### src/rtl/ps2_host_tx_if.sv
// Command handshake between the game control FSM (master) and the
// PS/2 host transmitter (slave): byte request plus done/error feedback.
interface ps2_host_tx_if;
    logic [7:0] cmd_data;
    logic       cmd_valid;
    logic       cmd_ready;
    logic       busy;
    logic       tx_done;
    logic       tx_error;

    modport master (
        output cmd_data,
        output cmd_valid,
        input  cmd_ready,
        input  busy,
        input  tx_done,
        input  tx_error
    );

    modport slave (
        input  cmd_data,
        input  cmd_valid,
        output cmd_ready,
        output busy,
        output tx_done,
        output tx_error
    );
endinterface

### src/rtl/ps2_host_tx.sv
// Host-to-device PS/2 transmitter. Inhibits the bus, issues a request-to-send,
// then shifts one command byte (LSB first, odd parity, stop bit) on the
// device-generated clock and checks the device ACK. Lines are only ever
// pulled low or released; the top level owns the tristate buffers.
module ps2_host_tx #(
    parameter int INHIBIT_CYCLES = 5000,
    parameter int TIMEOUT_CYCLES = 750000,
    parameter int CNT_W          = 20
) (
    input  logic         clk,
    input  logic         reset,
    ps2_host_tx_if.slave cmd,
    input  logic         ps2_clk_in,
    input  logic         ps2_dat_in,
    output logic         ps2_clk_pull,
    output logic         ps2_dat_pull
);

    localparam logic [2:0] IDLE      = 3'd0;
    localparam logic [2:0] INHIBIT   = 3'd1;
    localparam logic [2:0] REQ       = 3'd2;
    localparam logic [2:0] SHIFT     = 3'd3;
    localparam logic [2:0] STOP      = 3'd4;
    localparam logic [2:0] ACK       = 3'd5;
    localparam logic [2:0] WAIT_IDLE = 3'd6;

    // The single REQ cycle (clock and data both pulled) is the last cycle of
    // the inhibit window, so INHIBIT itself lasts INHIBIT_CYCLES-1 cycles.
    localparam int               INHIBIT_WAIT = (INHIBIT_CYCLES > 2) ? INHIBIT_CYCLES - 2 : 0;
    localparam logic [CNT_W-1:0] INHIBIT_LAST = CNT_W'(INHIBIT_WAIT);
    localparam logic [CNT_W-1:0] TIMEOUT_LAST = CNT_W'(TIMEOUT_CYCLES - 1);
    localparam logic [CNT_W-1:0] CNT_ONE      = CNT_W'(1);

    logic [2:0]       state;
    logic [CNT_W-1:0] cnt;
    logic [8:0]       shift;
    logic [3:0]       bit_idx;
    logic [1:0]       clk_sync;
    logic [1:0]       dat_sync;
    logic             clk_prev;
    logic             done_q;
    logic             error_q;
    logic             fe;
    logic             accept;
    logic             timed_out;

    assign cmd.cmd_ready = (state == IDLE);
    assign cmd.busy      = (state != IDLE);
    assign cmd.tx_done   = done_q;
    assign cmd.tx_error  = error_q;

    assign accept    = cmd.cmd_valid && (state == IDLE);
    assign fe        = clk_prev && !clk_sync[1];
    assign timed_out = (state != IDLE) && (state != INHIBIT) && (cnt == TIMEOUT_LAST);

    // Two-flop synchronisers for the asynchronous PS/2 lines plus the delayed
    // clock sample used for falling-edge detection; idle bus level is high.
    always_ff @(posedge clk) begin
        if (reset) begin
            clk_sync <= 2'b11;
            dat_sync <= 2'b11;
            clk_prev <= 1'b1;
        end else begin
            clk_sync <= {clk_sync[0], ps2_clk_in};
            dat_sync <= {dat_sync[0], ps2_dat_in};
            clk_prev <= clk_sync[1];
        end
    end

    // Transfer sequencer: inhibit, request, shift, stop, ACK check, bus-idle
    // wait, with the shared counter doubling as inhibit timer and timeout.
    always_ff @(posedge clk) begin
        if (reset) begin
            state        <= IDLE;
            cnt          <= '0;
            shift        <= '0;
            bit_idx      <= '0;
            ps2_clk_pull <= 1'b0;
            ps2_dat_pull <= 1'b0;
            done_q       <= 1'b0;
            error_q      <= 1'b0;
        end else begin
            done_q  <= 1'b0;
            error_q <= 1'b0;
            if (timed_out) begin
                ps2_clk_pull <= 1'b0;
                ps2_dat_pull <= 1'b0;
                error_q      <= 1'b1;
                state        <= IDLE;
            end else begin
                case (state)
                    IDLE: begin
                        if (accept) begin
                            shift        <= {~^cmd.cmd_data, cmd.cmd_data};
                            cnt          <= '0;
                            bit_idx      <= '0;
                            ps2_clk_pull <= 1'b1;
                            ps2_dat_pull <= 1'b0;
                            state        <= INHIBIT;
                        end
                    end
                    INHIBIT: begin
                        if (cnt >= INHIBIT_LAST) begin
                            ps2_dat_pull <= 1'b1;
                            cnt          <= '0;
                            state        <= REQ;
                        end else begin
                            cnt <= cnt + CNT_ONE;
                        end
                    end
                    REQ: begin
                        ps2_clk_pull <= 1'b0;
                        cnt          <= '0;
                        bit_idx      <= '0;
                        state        <= SHIFT;
                    end
                    SHIFT: begin
                        cnt <= cnt + CNT_ONE;
                        if (fe) begin
                            ps2_dat_pull <= ~shift[0];
                            shift        <= {1'b0, shift[8:1]};
                            bit_idx      <= bit_idx + 4'd1;
                            if (bit_idx == 4'd8) begin
                                state <= STOP;
                            end
                        end
                    end
                    STOP: begin
                        cnt <= cnt + CNT_ONE;
                        if (fe) begin
                            ps2_dat_pull <= 1'b0;
                            state        <= ACK;
                        end
                    end
                    ACK: begin
                        cnt <= cnt + CNT_ONE;
                        if (fe) begin
                            if (!dat_sync[1]) begin
                                state <= WAIT_IDLE;
                            end else begin
                                ps2_clk_pull <= 1'b0;
                                ps2_dat_pull <= 1'b0;
                                error_q      <= 1'b1;
                                state        <= IDLE;
                            end
                        end
                    end
                    WAIT_IDLE: begin
                        cnt <= cnt + CNT_ONE;
                        if (clk_sync[1] && dat_sync[1]) begin
                            done_q <= 1'b1;
                            state  <= IDLE;
                        end
                    end
                    default: begin
                        ps2_clk_pull <= 1'b0;
                        ps2_dat_pull <= 1'b0;
                        state        <= IDLE;
                    end
                endcase
            end
        end
    end

endmodule

### src/flat_wrapper.sv
// flat-port wrapper written by rule: the top's interface ports become plain ports
module ps2_host_tx_flat 
#(
    parameter int INHIBIT_CYCLES = 5000,
    parameter int TIMEOUT_CYCLES = 750000,
    parameter int CNT_W          = 20
)
  (clk, reset, ps2_clk_in, ps2_dat_in, ps2_clk_pull, ps2_dat_pull, cmd_cmd_data, cmd_cmd_valid, cmd_cmd_ready, cmd_busy, cmd_tx_done, cmd_tx_error);
  ps2_host_tx_if cmd_i ();
  input  logic clk;
  input  logic reset;
  input  logic ps2_clk_in;
  input  logic ps2_dat_in;
  output logic ps2_clk_pull;
  output logic ps2_dat_pull;
  input wire logic [$bits(cmd_i.cmd_data)-1:0] cmd_cmd_data;
  input wire logic [$bits(cmd_i.cmd_valid)-1:0] cmd_cmd_valid;
  output wire logic [$bits(cmd_i.cmd_ready)-1:0] cmd_cmd_ready;
  output wire logic [$bits(cmd_i.busy)-1:0] cmd_busy;
  output wire logic [$bits(cmd_i.tx_done)-1:0] cmd_tx_done;
  output wire logic [$bits(cmd_i.tx_error)-1:0] cmd_tx_error;
  assign cmd_i.cmd_data = cmd_cmd_data;
  assign cmd_i.cmd_valid = cmd_cmd_valid;
  assign cmd_cmd_ready = cmd_i.cmd_ready;
  assign cmd_busy = cmd_i.busy;
  assign cmd_tx_done = cmd_i.tx_done;
  assign cmd_tx_error = cmd_i.tx_error;
  ps2_host_tx #(.INHIBIT_CYCLES(INHIBIT_CYCLES), .TIMEOUT_CYCLES(TIMEOUT_CYCLES), .CNT_W(CNT_W)) u_core (.clk(clk), .reset(reset), .cmd(cmd_i), .ps2_clk_in(ps2_clk_in), .ps2_dat_in(ps2_dat_in), .ps2_clk_pull(ps2_clk_pull), .ps2_dat_pull(ps2_dat_pull));
endmodule
### config.mk
export PLATFORM = sky130hd
export DESIGN_NAME = ps2_host_tx_flat
export DESIGN_NICKNAME = d
export VERILOG_FILES = /design/src/rtl/ps2_host_tx_if.sv /design/src/rtl/ps2_host_tx.sv /design/src/flat_wrapper.sv
export SDC_FILE = /design/constraint.sdc
export NUM_CORES = 1
export LEC_CHECK = 0
export ABC_AREA = 1
export CELL_PAD_IN_SITES_DETAIL_PLACEMENT = 0
export CELL_PAD_IN_SITES_GLOBAL_PLACEMENT = 1
export CORE_MARGIN = 8
export CORE_UTILIZATION = 30
export DETAILED_ROUTE_END_ITERATION = 8
export GPL_TIMING_DRIVEN = 1
export PLACE_DENSITY_LB_ADDON = 0.05
export SKIP_LAST_GASP = 1
export SLEW_MARGIN = 20
export SYNTH_ARGS = -nofsm -noshare
export SYNTH_HDL_FRONTEND = slang
export SYNTH_SLANG_ARGS = --single-unit
### constraint.sdc
create_clock -name clk -period 1.95 [get_ports clk]
set_clock_uncertainty 0.1 [all_clocks]
set_input_delay 0.4875 -clock clk [delete_from_list [all_inputs] [get_ports clk]]
set_output_delay 0.4875 -clock clk [all_outputs]
set_load 0.005 [all_outputs]
==> metrics.md, run 1 <==
| Metric | Value |
|---|---|
| Result of the run | finished clean |
| Area delta synth->final | 27.0% |
| Pin count of the biggest net entering global routing | 21 |
| End-of-flow core utilization | 38.7% |
| Weighted congestion reported at the end of routability-driven placement | 0.854 |
| Count of port buffers added during placement | 18 |
| Async set-or-reset flop fraction in the synthesized netlist | 0% |
| Number of storage elements in the synthesis netlist | 45 |
| Lkg Pwr | 1.39 nW |
| Number of top-level design ports | 19 |
| DRT Wirelength | 7.12 mm |
| Slew Viols, Final | 0 |
| Total placed cells including tap cells | 543 |
| Accumulated negative setup slack | 0 ns |
| Synthesized cell area | 0.00262 mm2 |
| Final Net Count | 462 |
| Core Region | 0.00859 mm2 |
| Initial DRC count | 64 |
| Total via count in the routed design | 2559 |
| Grt total ovfl | 0 |
| Buffer type at the clock tree root | sky130_fd_sc_hd__clkbuf_8 |
| Portion of synthesized cell area occupied by the leading cell type | 34.4% |
| Post-synth cell types | 37 |
| Overall die width | 109 um |
| Number of placement rows | 34 |
| Htree depth | 2 |
| Final worst hold slack | 0.322 ns |
| Prevailing post-synth register cell | sky130_fd_sc_hd__dfxtp_1 |
| Power per cell area | 1120 mW/mm2 |
| Syn. warnings | 0 |
| Fin crit period | 1.84 ns |
| Top cells by area, synth | sky130_fd_sc_hd__dfxtp_1 (34%), sky130_fd_sc_hd__nand2_1 (16%), sky130_fd_sc_hd__nor2_1 (7.3%) |
| Post-place instance area | 0.00312 mm2 |
| Detailed-route wire length per cell | 12.9 um |
| Number of buffers inserted during clock tree synthesis | 5 |
| Antenna violation net count after detailed routing | 0 |
| Critical Path Start Type | flip-flop |
| Critical Path Fanout Max | 8 |
| Crit Path Category | flip-flop to flip-flop |
| CP required | 2.05 ns |
| Period utilization | 94.4% |
| TritonCTS clock tree | done |
| Hold Path Stages | 1 |
| Antenna violations before repair | 0 |
| Clock latency reported for the late side of the worst-skew pair | 0.30 ns |
| Arrival time at the worst endpoint | 1.94 ns |
| Starting density of the core | 30.5% |
| Seq/Total Area, Yosys | 34.4% |
| Number of global-route vias before repair | 2556 |
| Max-capacitance violation count | 0 |
| Final standard cell count with taps included and fillers excluded | 554 |
| Post-DP HPWL | 5.53 mm |
| Total power draw | 3.71 mW |
| Slew of the pin with the lowest slew margin | 0.377 ns |
| Classification of the worst-slack hold path | flip-flop to flip-flop |
| Number of sinks handled by clock tree synthesis | 45 |
| Proportion of layout cells with a drive suffix above 1 | 19.3% |
| Number of buffers on the longest clock path | 2 |
| RSZ-0062 raised after global routing | yes |
| Final hold viol count | 0 |
| Commonest non-fill, non-tap cell in the layout | sky130_fd_sc_hd__nand2_1 |
| Timing-limited maximum frequency | 0.543 GHz |
| Global routing usage summed across all routing layers | 13.0% |
| Cell taking the most area after synthesis | sky130_fd_sc_hd__dfxtp_1 |
| Number of synthesized flops with an enable pin | 0 |
| First-pass GRT wire length | 12.4 mm |
| Post-route DRC violation count | 0 |
| Pre-Repair DR Iteration Count | 4 |
| Maximum VDD drop | 909 uV |
| Crit. End Element | flip-flop |
| Syn Inst Count | 394 |
| CTS clock-pin slew for the worst setup and hold paths | 0.09 ns |
| Filler cells | 958 |
| Most frequent cells in the layout | sky130_fd_sc_hd__nand2_1 (109), sky130_fd_sc_hd__nor2_1 (46), sky130_fd_sc_hd__inv_1 (39), sky130_fd_sc_hd__dfxtp_1 (39), sky130_fd_sc_hd__buf_4 (32) |
| Placement Setup Slack | -0.180 ns |
| Syn_area_per_cell | 6.64 um2 |
| Hold buffers post-CTS | 0 |
| Depth of the worst register-to-register path | 10 |
| Final WS setup | 0.109 ns |
| Net count after synthesis | 411 |
| Max transition margin | 74.7% |
| Height of the die | 109 um |
| Final setup vio count | 0 |
| Area enclosed by the die boundary | 0.0120 mm2 |
| Average via count per standard cell | 4.62 |
| Number of antenna diodes | 0 |
| Summed area of non-filler cells in the final layout | 0.00332 mm2 |
logic make-up (layout without fill, tap and decap cells):
family | count (synthesis) | in the layout | share of synthesized area [%]
simple gates | 240 | 240 | 42.4
buf+inv | 52 | 104 | 8.51
flops | 45 | 45 | 34.4
compound gates | 40 | 40 | 8.41
xor+xnor | 13 | 13 | 4.35
fa+ha+maj | 4 | 4 | 1.91
layer usage:
layer	global-route usage [%]	routed length, um	vias to the layer above
met2	22.5	3490	37
met1	15.7	3270	1143
met3	2.11	171	13
met4	5.30	187	0
met5	0	0	-
li1	-	-	1366
report_power, final:
group          total, mW  switching, mW  internal [mW]
combinational       1.80           1.04          0.759
clock              0.752          0.333          0.419
sequential          1.15         0.0871           1.07
total               3.71           1.46           2.24
Yosys cell counts (3+ instances only):
master,count
sky130_fd_sc_hd__nand3_1,31
sky130_fd_sc_hd__a21oi_1,26
sky130_fd_sc_hd__nand4_1,13
sky130_fd_sc_hd__nor3_1,8
sky130_fd_sc_hd__a21oi_2,3
sky130_fd_sc_hd__dfxtp_1,45
sky130_fd_sc_hd__inv_2,4
sky130_fd_sc_hd__xnor2_1,7
sky130_fd_sc_hd__nor2_2,3
sky130_fd_sc_hd__ha_1,4
sky130_fd_sc_hd__o21ai_0,6
sky130_fd_sc_hd__xor2_1,6
sky130_fd_sc_hd__inv_1,39
sky130_fd_sc_hd__or2_2,6
sky130_fd_sc_hd__nand2_1,109
sky130_fd_sc_hd__nor2_1,51
flip-flops by register name (all words and copies together) (netlist names):
name                 flops
u_core.cnt              20
u_core.shift             9
u_core.bit_idx           4
u_core.state             3
u_core.clk_sync          2
u_core.dat_sync          2
u_core.clk_prev          1
u_core.cmd.tx_done       1
u_core.cmd.tx_error      1
u_core.ps2_clk_pull      1
u_core.ps2_dat_pull      1
path summary, 6_finish.rpt:
check,startpoint,endpoint,slack (ns)
worst max-delay path,u_core.state[1],u_core.bit_idx[2],0.11
worst min-delay path,u_core.clk_sync[0],u_core.clk_sync[1],0.32
worst max register to register,u_core.state[1],u_core.bit_idx[2],0.11
worst min register to register,u_core.clk_sync[0],u_core.clk_sync[1],0.32
area by class of cell:
| type | instances | area, um2 | area share [%] |
|---|---|---|---|
| multi-input combinational | 297 | 1540 | 46.2 |
| clock buffer | 7 | 86.3 | 2.60 |
| sequential | 45 | 911 | 27.4 |
| timing repair buffer | 52 | 453 | 13.6 |
| inverter | 44 | 173 | 5.19 |
| clock inverter | 1 | 30.0 | 0.903 |
| tap | 108 | 135 | 4.06 |
timing repair:
action,4_1_cts,5_1_grt
buffers inserted,1,2
resized for setup,5,20
setup endpoints to repair,2,34
pin swaps,1,6
worst max-delay path: stages, from the launching register on:
cell	delay [ns]
sky130_fd_sc_hd__dfxtp_4	0.36
sky130_fd_sc_hd__buf_4	0.14
sky130_fd_sc_hd__buf_4	0.13
sky130_fd_sc_hd__nand2_1	0.14
sky130_fd_sc_hd__nor2_2	0.08
sky130_fd_sc_hd__inv_4	0.12
sky130_fd_sc_hd__nor2_4	0.07
sky130_fd_sc_hd__nor3_4	0.25
sky130_fd_sc_hd__nand2_2	0.13
sky130_fd_sc_hd__o21ai_2	0.15
sky130_fd_sc_hd__nor2_1	0.06
Note: power is estimated with default switching activity, not from simulation.
==> inputs of run 2 (changes only) <==
PLACE_DENSITY_LB_ADDON = 0.1   (was 0.05)
==> metrics.md, run 2 (synthesis gave the netlist of run 1 again) <==
| Metric | Value |
|---|---|
| Result of the run | finished clean |
| Max reg flops | 20 (unchanged) |
| Commonest non-fill, non-tap cell in the layout | sky130_fd_sc_hd__nand2_1 |
| Crit Path Category | flip-flop to flip-flop |
| Arrival time at the worst endpoint | 1.92 ns (-0.02 ns) |
| Placement Setup Slack | -0.156 ns (+0.0239 ns) |
| Antenna violations before repair | 0 (unchanged) |
| Antenna violation net count after detailed routing | 0 (unchanged) |
| Area delta synth->final | 26.6% |
| Number of top-level design ports | 19 (unchanged) |
| Final WS setup | 0.144 ns (+0.0348 ns) |
| TritonCTS clock tree | done |
| Period utilization | 92.6% (-1.8 points) |
| DRT Wirelength | 7.23 mm (+1.5%) |
| Hold buffers post-CTS | 0 (unchanged) |
| Timing-limited maximum frequency | 0.554 GHz (+1.9%) |
| Post-route DRC violation count | 0 (unchanged) |
| Capture instance of the worst register-to-register path | u_core.cnt[17] |
| Number of sinks handled by clock tree synthesis | 45 (unchanged) |
| Max transition margin | 73.8% (-0.87 points) |
| Total via count in the routed design | 2545 (-0.55%) |
| Fin crit period | 1.81 ns (-0.0348 ns) |
| Largest registers | u_core.cnt x20, u_core.shift x9, u_core.bit_idx x4 |
| Register-to-register setup slack | 0.14 ns (+0.03 ns) |
| Origin of the critical flop-to-flop path | u_core.cnt[1] |
| Clock latency reported for the late side of the worst-skew pair | 0.30 ns (about the same) |
| Height of the die | 109 um (unchanged) |
| Final Net Count | 467 (+1.1%) |
| Detailed-route wire length per cell | 12.9 um (+0.58%) |
| Pre-Repair DR Iteration Count | 4 (unchanged) |
| Critical Path Start Type | flip-flop |
| Slew Viols, Final | 0 (unchanged) |
| Number of placement rows | 34 (unchanged) |
| Number of global-route vias before repair | 2525 (-1.2%) |
| Maximum VDD drop | 653 uV (-28%) |
| Average via count per standard cell | 4.55 (-1.4%) |
| Lkg Pwr | 1.40 nW (+0.46%) |
| Most frequent cells in the layout | sky130_fd_sc_hd__nand2_1 (109), sky130_fd_sc_hd__nor2_1 (49), sky130_fd_sc_hd__dfxtp_1 (40), sky130_fd_sc_hd__inv_1 (39), sky130_fd_sc_hd__buf_4 (39) |
| Worst Hold Path EP | u_core.dat_sync[1] |
| Grt total ovfl | 0 (unchanged) |
| Proportion of layout cells with a drive suffix above 1 | 18.8% (-0.44 points) |
| Buffer type at the clock tree root | sky130_fd_sc_hd__clkbuf_8 |
| Classification of the worst-slack hold path | flip-flop to flip-flop |
| Depth of the worst register-to-register path | 10 (unchanged) |
| Critical Path Fanout Max | 10 (+2) |
| Weighted congestion reported at the end of routability-driven placement | 0.882 (+3.3%) |
| RSZ-0062 raised after global routing | yes |
| End-of-flow core utilization | 38.6% (-0.12 points) |
| Power per cell area | 1110 mW/mm2 (-0.52%) |
| Htree depth | 2 (unchanged) |
| Crit. End Element | flip-flop |
| Max-capacitance violation count | 0 (unchanged) |
| Initial DRC count | 69 (+7.8%) |
| Pin count of the biggest net entering global routing | 21 (unchanged) |
| Final setup vio count | 0 (unchanged) |
| Post-DP HPWL | 5.66 mm (+2.3%) |
| Core Region | 0.00859 mm2 (unchanged) |
| First-pass GRT wire length | 12.2 mm (-1.5%) |
| Global routing usage summed across all routing layers | 12.8% (-0.17 points) |
| Number of antenna diodes | 0 (unchanged) |
| Overall die width | 109 um (unchanged) |
| Starting density of the core | 30.5% (unchanged) |
| CP required | 2.06 ns (about the same) |
| Hold Path Stages | 1 (unchanged) |
| Area enclosed by the die boundary | 0.0120 mm2 (unchanged) |
| Number of buffers on the longest clock path | 2 (unchanged) |
| Final worst hold slack | 0.315 ns (-0.00723 ns) |
| CTS clock-pin slew for the worst setup and hold paths | 0.09 ns (about the same) |
| Accumulated negative setup slack | 0 ns (unchanged) |
| Number of buffers inserted during clock tree synthesis | 5 (unchanged) |
| Startpoint of the worst hold path | u_core.dat_sync[0] |
| Count of port buffers added during placement | 18 (unchanged) |
| Slew of the pin with the lowest slew margin | 0.390 ns (+0.0130 ns) |
| Register with the most flip-flops | u_core.cnt |
| Final hold viol count | 0 (unchanged) |
[run 2: cell count changes in the layout (fill, tap and decap cells not counted), moves of 2 or more]
cell                      delta
sky130_fd_sc_hd__buf_4       +7
sky130_fd_sc_hd__nor2_1      +3
sky130_fd_sc_hd__nor2_2      -3
sky130_fd_sc_hd__inv_2       +2
sky130_fd_sc_hd__inv_4       -2
sky130_fd_sc_hd__o21ai_2     -2
[run 2: final cells by class]
cell class	instances	area, um2
Clock buffer	7	86.3
Clock inverter	1	30.0
Fill cell	934	5280
Inverter	44	168
Multi-Input combinational cell	297	1520
Sequential cell	45	910
Tap cell	108	135
Timing Repair Buffer	57	470
[run 2: timing repair]
item	CTS	global route
setup endpoints to repair	2	35
setup buffers	1	2
gates resized for setup	6	8
pin swaps	1	2
[run 2: report_power, final]
group,leakage (nW),internal [mW],switching [mW]
sequential,0.369,1.06,0.0942
combinational,0.968,0.751,1.00
clock,0.0585,0.419,0.344
[run 2: worst max path at each step]
| stage | from | to | slack (ns) | cells after the start |
|---|---|---|---|---|
| detailed placement | cmd_cmd_valid | u_core.cnt[7] | -0.16 | 8 |
| global placement | cmd_cmd_valid | u_core.shift[0] | -0.17 | 8 |
| floorplan | u_core.cnt[1] | u_core.cnt[2] | 0.32 | 9 |
| global route | u_core.cnt[0] | u_core.cnt[10] | -0.02 | 11 |
| finish | u_core.cnt[1] | u_core.cnt[17] | 0.14 | 10 |
| CTS | u_core.cnt[1] | u_core.cnt[5] | 0.04 | 10 |
[run 2: routing by layer]
metal	global-route usage, %	vias to the layer above	part of all wire (%)
li1	-	1373	-
met1	15.7	1137	49
met2	22.0	25	48
met3	2.46	10	2.2
met4	4.44	0	1.5
met5	0	-	0
[run 2: critical path: stages, from the launching register on]
cell	delay, ns
sky130_fd_sc_hd__dfxtp_2	0.37
sky130_fd_sc_hd__ha_1	0.20
sky130_fd_sc_hd__nand3_2	0.11
sky130_fd_sc_hd__nor2_2	0.14
sky130_fd_sc_hd__nand3_2	0.12
sky130_fd_sc_hd__buf_4	0.17
sky130_fd_sc_hd__nand3_4	0.12
sky130_fd_sc_hd__inv_2	0.10
sky130_fd_sc_hd__nand2_1	0.09
sky130_fd_sc_hd__xor2_1	0.14
sky130_fd_sc_hd__nor2_1	0.05
[run 2: stage by stage]
| stage | instances | instance area (um2) | power, mW |
|---|---|---|---|
| floorplan | 394 | 2620 | 2.24 |
| CTS | 557 | 3280 | 3.70 |
| global route | 559 | 3310 | 3.99 |
| global placement | 548 | 3150 | 2.92 |
| detailed placement | 548 | 3150 | 2.90 |
| finish | 559 | 3310 | 3.68 |
